<file path="config.mk">
export PLATFORM = sky130hd
export DESIGN_NAME = reqrsp_demux
export DESIGN_NICKNAME = d
export VERILOG_FILES = /design/src/rtl/reqrsp_demux.sv
export SDC_FILE = /design/constraint.sdc
export NUM_CORES = 1
export LEC_CHECK = 0
export BUFFER_PORTS_ARGS = -buffer_cell sky130_fd_sc_hd__buf_4
export CAP_MARGIN = 5
export CORE_AREA = 5 5 217 219
export CTS_BUF_LIST = sky130_fd_sc_hd__clkbuf_16
export DETAILED_ROUTE_END_ITERATION = 7
export DIE_AREA = 0 0 222 224
export PLACE_DENSITY = 0.41
export SYNTH_ARGS = -nofsm -noshare
export SYNTH_HDL_FRONTEND = slang
export SYNTH_SLANG_ARGS = --single-unit
</file>
<file path="constraint.sdc">
create_clock -name clk_i -period 5 [get_ports clk_i]
set_input_delay 1 -clock clk_i [delete_from_list [all_inputs] [get_ports clk_i]]
set_output_delay 1 -clock clk_i [all_outputs]
set_load 0.03 [all_outputs]
</file>
<file path="src/rtl/reqrsp_demux.sv">
// ============================================================================
//  Module      : reqrsp_demux
//  Description : Routes one reqrsp slave port onto NR_PORTS master ports by a
//                per-request select; responses return in request order via a
//                small select FIFO. Define REQRSP_DEMUX_ASSERT_EN to compile in
//                simulation assertions.
//  Revision    : 1.0 - initial release
// ============================================================================
`default_nettype none

module reqrsp_demux #(
    parameter  int unsigned NR_PORTS    = 4,
    parameter  int unsigned ADDR_WIDTH  = 32,
    parameter  int unsigned DATA_WIDTH  = 32,
    parameter  int unsigned RESP_DEPTH  = 2,
    localparam int unsigned SEL_WIDTH   = (NR_PORTS > 1) ? $clog2(NR_PORTS) : 1,
    localparam int unsigned STRB_WIDTH  = DATA_WIDTH / 8
) (
    input  logic                             clk_i,
    input  logic                             rst_ni,

    input  logic [SEL_WIDTH-1:0]             slv_select_i,
    input  logic [ADDR_WIDTH-1:0]            slv_q_addr_i,
    input  logic                             slv_q_write_i,
    input  logic [3:0]                       slv_q_amo_i,
    input  logic [DATA_WIDTH-1:0]            slv_q_data_i,
    input  logic [STRB_WIDTH-1:0]            slv_q_strb_i,
    input  logic [1:0]                       slv_q_size_i,
    input  logic                             slv_q_valid_i,
    output logic                             slv_q_ready_o,

    output logic [DATA_WIDTH-1:0]            slv_p_data_o,
    output logic                             slv_p_error_o,
    output logic                             slv_p_valid_o,
    input  logic                             slv_p_ready_i,

    output logic [NR_PORTS*ADDR_WIDTH-1:0]   mst_q_addr_o,
    output logic [NR_PORTS-1:0]              mst_q_write_o,
    output logic [NR_PORTS*4-1:0]            mst_q_amo_o,
    output logic [NR_PORTS*DATA_WIDTH-1:0]   mst_q_data_o,
    output logic [NR_PORTS*STRB_WIDTH-1:0]   mst_q_strb_o,
    output logic [NR_PORTS*2-1:0]            mst_q_size_o,
    output logic [NR_PORTS-1:0]              mst_q_valid_o,
    input  logic [NR_PORTS-1:0]              mst_q_ready_i,

    input  logic [NR_PORTS*DATA_WIDTH-1:0]   mst_p_data_i,
    input  logic [NR_PORTS-1:0]              mst_p_error_i,
    input  logic [NR_PORTS-1:0]              mst_p_valid_i,
    output logic [NR_PORTS-1:0]              mst_p_ready_o
);

    localparam int unsigned c_PTR_WIDTH = (RESP_DEPTH > 1) ? $clog2(RESP_DEPTH) : 1;
    localparam int unsigned c_CNT_WIDTH = $clog2(RESP_DEPTH + 1);

    logic [SEL_WIDTH-1:0]   r_sel_mem [RESP_DEPTH];
    logic [c_PTR_WIDTH-1:0] r_wptr;
    logic [c_PTR_WIDTH-1:0] r_rptr;
    logic [c_CNT_WIDTH-1:0] r_cnt;

    logic                   w_full;
    logic                   w_empty;
    logic                   w_sel_ok;
    logic [SEL_WIDTH-1:0]   w_head;
    logic                   w_push;
    logic                   w_pop;
    logic [c_PTR_WIDTH-1:0] w_wptr_nxt;
    logic [c_PTR_WIDTH-1:0] w_rptr_nxt;

    assign w_full   = (r_cnt == c_CNT_WIDTH'(RESP_DEPTH));
    assign w_empty  = (r_cnt == '0);
    assign w_sel_ok = (32'(slv_select_i) < NR_PORTS);
    assign w_head   = r_sel_mem[r_rptr];

    // Payload is broadcast; only the valid is steered.
    assign mst_q_addr_o  = {NR_PORTS{slv_q_addr_i}};
    assign mst_q_write_o = {NR_PORTS{slv_q_write_i}};
    assign mst_q_amo_o   = {NR_PORTS{slv_q_amo_i}};
    assign mst_q_data_o  = {NR_PORTS{slv_q_data_i}};
    assign mst_q_strb_o  = {NR_PORTS{slv_q_strb_i}};
    assign mst_q_size_o  = {NR_PORTS{slv_q_size_i}};

    always_comb begin
        mst_q_valid_o = '0;
        if (slv_q_valid_i && w_sel_ok && !w_full) begin
            mst_q_valid_o[slv_select_i] = 1'b1;
        end
    end

    // Ready ignores the pop of the current cycle so no p_ready->q_ready path exists.
    assign slv_q_ready_o = w_sel_ok && !w_full && mst_q_ready_i[slv_select_i];

    assign slv_p_valid_o = !w_empty && mst_p_valid_i[w_head];
    assign slv_p_data_o  = mst_p_data_i[w_head*DATA_WIDTH +: DATA_WIDTH];
    assign slv_p_error_o = mst_p_error_i[w_head];

    always_comb begin
        mst_p_ready_o = '0;
        if (!w_empty && slv_p_ready_i) begin
            mst_p_ready_o[w_head] = 1'b1;
        end
    end

    assign w_push     = slv_q_valid_i && slv_q_ready_o;
    assign w_pop      = slv_p_valid_o && slv_p_ready_i;
    assign w_wptr_nxt = (r_wptr == c_PTR_WIDTH'(RESP_DEPTH - 1)) ? '0 : r_wptr + 1'b1;
    assign w_rptr_nxt = (r_rptr == c_PTR_WIDTH'(RESP_DEPTH - 1)) ? '0 : r_rptr + 1'b1;

    always_ff @(posedge clk_i) begin
        if (w_push) begin
            r_sel_mem[r_wptr] <= slv_select_i;
        end
    end

    always_ff @(posedge clk_i) begin
        if (!rst_ni) begin
            r_wptr <= '0;
            r_rptr <= '0;
            r_cnt  <= '0;
        end else begin
            if (w_push) begin
                r_wptr <= w_wptr_nxt;
            end
            if (w_pop) begin
                r_rptr <= w_rptr_nxt;
            end
            if (w_push && !w_pop) begin
                r_cnt <= r_cnt + 1'b1;
            end else if (!w_push && w_pop) begin
                r_cnt <= r_cnt - 1'b1;
            end
        end
    end

`ifdef REQRSP_DEMUX_ASSERT_EN
    a_q_stable : assert property (@(posedge clk_i) disable iff (!rst_ni)
        (slv_q_valid_i && !slv_q_ready_o) |=>
            $stable({slv_select_i, slv_q_addr_i, slv_q_write_i, slv_q_amo_i,
                     slv_q_data_i, slv_q_strb_i, slv_q_size_i}));

    a_sel_range : assert property (@(posedge clk_i) disable iff (!rst_ni)
        slv_q_valid_i |-> w_sel_ok);

    a_no_overflow : assert property (@(posedge clk_i) disable iff (!rst_ni)
        w_push |-> !w_full);

    a_no_underflow : assert property (@(posedge clk_i) disable iff (!rst_ni)
        w_pop |-> !w_empty);

    for (genvar gi = 0; gi < NR_PORTS; gi++) begin : g_assert_head
        a_head_only : assert property (@(posedge clk_i) disable iff (!rst_ni)
            (mst_p_valid_i[gi] && mst_p_ready_o[gi]) |-> (w_head == SEL_WIDTH'(gi)));
    end
`else
    // Assertions compiled out; datapath is unchanged.
`endif

endmodule

`default_nettype wire

</file>
; Word-level counts from Yosys, hierarchy flattened
; Memory sizes are Yosys's and may differ from the RTL's. A register that Yosys moved wholly into a read port is not among the register bits.
; Index checks and enable logic that the tools add are counted.
[classes]
n_lt_le_gt_ge = 4
shifts = 1
mux = 20
add_sub_neg = 4
n_eq_ne = 1
reduce_logical = 16
[ops]
columns = op, n
row1 = 128-bit by 8-bit indexed part select with 32-bit output, 1
row2 = 1-bit two-way mux, 11
row3 = 1-bit logical AND, 10
row4 = 4-bit two-way mux, 2
row5 = 1-bit binary-select mux with 2-bit select, 3
row6 = "2-bit by 3-bit less-than comparator with 1-bit output, second input constant", 2
row7 = 1-bit demux with 2-bit select, 2
row8 = "2-bit by 1-bit greater-or-equal comparator with 1-bit output, second input constant", 2
row9 = 1-bit zero test, 4
row10 = 2-bit two-way mux, 2
row11 = "1-bit adder, second input constant", 2
row12 = "2-bit by 1-bit adder with 2-bit output, second input constant", 1
row13 = "2-bit equality test, second input constant", 1
row14 = 2-bit zero test, 1
row15 = 2-bit nonzero test, 1
row16 = "2-bit by 1-bit subtractor with 2-bit output, second input constant", 1
[word_totals]
ram_bits = 4
wordCells = 50
out_inout_bits = 343
mem_count = 1
register_bits = 4
[mem_list]
columns = memory, depth, width, rd, rd_ports_with_merged_regs, write_ports, line
row1 = r_sel_mem, 2, 2, 1, 1, 1, 55  ; logic [SEL_WIDTH-1:0] r_sel_mem [RESP_DEPTH];

; Depth between registers and ports, before layout
[logic_depth]
depth_word = 8
mapped_depth = 9

; Worst setup path after synthesis
; OpenSTA, ideal clock, no wires.
[synth_path]
path_kind = input to output
startpoint = input slv_select_i[0]
endpoint = output mst_q_valid_o[1]
path_slack_ns = 2.267
path_buffers = 0
t_arrival_ns = 1.733
cell_stages = 2
cell_sequence = inv_1 > nor3_1
[synth_via]
elab_chain_cells = 5
[synth_lines]
columns = element, line
row1 = start: declaration, 22  ; input logic [SEL_WIDTH-1:0] slv_select_i,
row2 = 2-bit by 3-bit less-than comparator with 1-bit output (implied by the code) / 2-bit by 1-bit greater-or-equal comparator with 1-bit output (equally long branches), 85  ; mst_q_valid_o[slv_select_i] = 1'b1;
row3 = 1-bit logical AND (implied by the code), 85
row4 = 1-bit two-way mux (implied by the code), 85
row5 = 1-bit demux with 2-bit select *, 85
row6 = 4-bit two-way mux *, 84  ; if (slv_q_valid_i && w_sel_ok && !w_full) begin
row7 = end: declaration, 43  ; output logic [NR_PORTS-1:0] mst_q_valid_o,
; Every way passes the cells marked *; elsewhere a longest branch is shown, timed or not.

==> results.py <==
metrics = {
    "finish": {
        "nets": 503,
        "final_common_cell": "buf_4",
        "antennaDiodeCount": 0,
        "layout_common_cells": "191 x buf_4, 30 x mux4_2, 7 x nor2_1",
        "nFillCells": 5229,
        "fin_cells": 880,
        "drive_gt1_share_pct": 81.1,
        "syn_to_final_growth_pct": -1.83,
    },
    "sta": {
        "slew_headroom_pct": 38.0,
        "rsz0062_at_grt": "false",
        "setup-violations-final": 0,
        "tightest_slew_ns": 0.910,
        "skew_ns": 0.000456,
        "holdWs_ns": 0.477,
        "hold_violations": 0,
        "clock.fmax_mhz": 287,
        "finalCritPeriodShare_pct": 69.6,
        "fin_setup_tns_ns": 0,
        "maxSlewViolCount": 0,
        "min_period_ns": 3.48,
    },
    "power_and_ir_drop": {
        "comb_power_share_pct": 71.9,
        "p_switching_mw": 0.372,
        "ir_drop_mv": 0.122,
        "intPower_mw": 0.478,
        "p_per_area_nw_per_um2": 239,
        "p_seq_share_pct": 11.9,
        "clkPwrFrac_pct": 16.2,
        "switching_share_pct": 43.7,
        "p_total_mw": 0.850,
        "p_leak_nw": 1.40,
    },
    "yosys": {
        "synth_seq_cells": 9,
        "synth_warnings": 0,
        "avgSynthCellArea_um2": 9.25,
        "syn_nets": 614,
        "syn_area_um2": 3620,
        "seq_area_frac_synth_pct": 6.08,
        "synthCells": 392,
        "ys_types": 26,
    },
    "setup_path": {
        "worstPathRequired_ns": 4.00,
        "end_kind": "primary output",
        "critPathMaxFanout": 24,
        "cp-endpoint": "slv_p_valid_o",
        "reg2reg_depth": 7,
        "r2r_slack_ns": 2.08,
        "critPathArrivalTime_ns": 2.48,
        "crit_type": "flop to primary output",
        "r2r_end": "r_cnt[1]",
        "cp-start-kind": "flop",
    },
    "detailed_routing": {
        "drt_iter0_markers": 62,
        "vias": 2028,
        "wl_um": 12700,
        "drt_pass1_iterations": 6,
        "antenna_left": 0,
        "route.detailed.drc": 0,
        "viasPerCell": 2.30,
        "wire_per_inst_um": 14.4,
    },
    "global_routing": {
        "grtUsageTotal_pct": 4.59,
        "grt_max_degree": 25,
        "grt_pass1_wl_um": 17000,
        "grt_pass1_vias": 2198,
        "antenna_found_initial": 0,
        "overflow": 0,
    },
    "clocking": {
        "cts_resized": 0,
        "cts_tree": "yes",
        "clk_pin_slew_ns": 0.04,
        "cts_buffer_depth": 2,
        "cts-root-buf": "clkbuf_16",
        "postCtsSetupBuffers": 0,
        "numCtsBuffers": 3,
        "clock_latency_ns": 0.23,
        "cts.sink_count": 9,
        "htreeDepth": 1,
        "cts_hold_buf": 0,
    },
    "place": {
        "place_hpwl_um": 11400,
        "gp_congestion": 0.865,
        "portBuffers": 188,
        "dp_cells": 876,
    },
    "floorplanning": {
        "rows": 78,
        "die_w_um": 222,
        "core_um2": 44900,
        "die_height_um": 224,
        "io_pins": 564,
        "start_util_pct": 8.07,
        "dieArea_um2": 49700,
    },
    "run": {
        "maxCapViolations": 0,
    },
    "worst_hold_path": {
        "hp-class": "flop to flop",
    },
    "outcome": {
        "outcome": "complete, no violations",
    },
}
per-layer routing:
layer / routed length, um / global-route usage (%)
met1: 3090 / 3.22
met2: 6780 / 9.04
met3: 2090 / 2.91
met4: 727 / 2.62
met5: 0 / 0
power by group through the flow:
stage	sequential (mW)	combinational [mW]	clock (mW)
final	0.101	0.611	0.138
after detailed placement	0.102	0.627	0
after global placement	0.102	0.628	0
after global routing	0.102	0.647	0.144
after floorplan	0.0991	0.812	0
after CTS	0.101	0.631	0.140
final cells by class:
type / count / area (um2) / share of cell area (%)
flip-flops and latches: 9 / 220 / 6.19
multi-input cells: 73 / 1060 / 29.9
clock inverters: 1 / 3.75 / 0.105
well taps: 600 / 751 / 21.1
clock buffers: 3 / 75.1 / 2.11
inverters: 3 / 11.3 / 0.316
repair buffers: 191 / 1430 / 40.3
per-stage QoR:
step | setup slack, ns | cell area [um2] | util [%]
CTS | 1.31 | 3560 | 7.93
detailed placement | 1.56 | 3480 | 7.75
global placement | 1.52 | 3480 | 7.75
finish | 1.52 | 3560 | 7.93
floorplan | 2.27 | 3620 | -
global route | 1.30 | 3560 | 7.93
cell usage after synthesis:
| cell | n | area share (%) |
|---|---|---|
| xnor2_1 | 1 | 0.24 |
| mux2i_2 | 1 | 0.38 |
| ha_1 | 1 | 0.35 |
| mux2_4 | 1 | 0.41 |
| buf_6 | 1 | 0.31 |
| buf_12 | 3 | 1.7 |
| and2_1 | 4 | 0.69 |
| buf_4 | 300 | 62 |
| o22ai_2 | 1 | 0.35 |
| nor3_1 | 2 | 0.28 |
| xor2_1 | 1 | 0.24 |
| nand2_1 | 3 | 0.31 |
| o21a_1 | 3 | 0.62 |
| nor2_1 | 7 | 0.73 |
| nand3_1 | 2 | 0.28 |
| mux4_2 | 30 | 19 |
| or3_1 | 1 | 0.17 |
| nand2b_1 | 3 | 0.52 |
| dfxtp_1 | 5 | 2.8 |
| edfxtp_1 | 4 | 3.3 |
| a21boi_0 | 1 | 0.21 |
| o21ai_0 | 1 | 0.14 |
| buf_2 | 3 | 0.41 |
| mux4_1 | 4 | 2.9 |
| inv_1 | 3 | 0.31 |
| mux2i_1 | 6 | 1.7 |
kinds of logic after synthesis:
kind of cell,count (synthesis),synth area share [%]
simple gates,22,2.97
xor+xnor,2,0.483
flops,9,6.08
mux,42,24.0
buf+inv,310,64.8
fa+ha+maj,1,0.345
compound gates,6,1.31
worst max-delay path, stage by stage (launching register included):
cell and delay (ns):
dfxtp_1 0.43, mux2i_4 0.81, mux2i_1 0.60, o21a_1 0.22, buf_4 0.17
worst min-delay path by stage:
stage | from | endpoint | cells past startpoint
after floorplan | r_rptr | flop | 2
after global placement | r_rptr | r_rptr | 2
after detailed placement | r_rptr | flop | 2
after CTS | r_rptr | flop | 2
final | r_rptr | flop | 2
after global routing | r_rptr | flop | 2
Note: power is estimated with default switching activity, not from simulation.
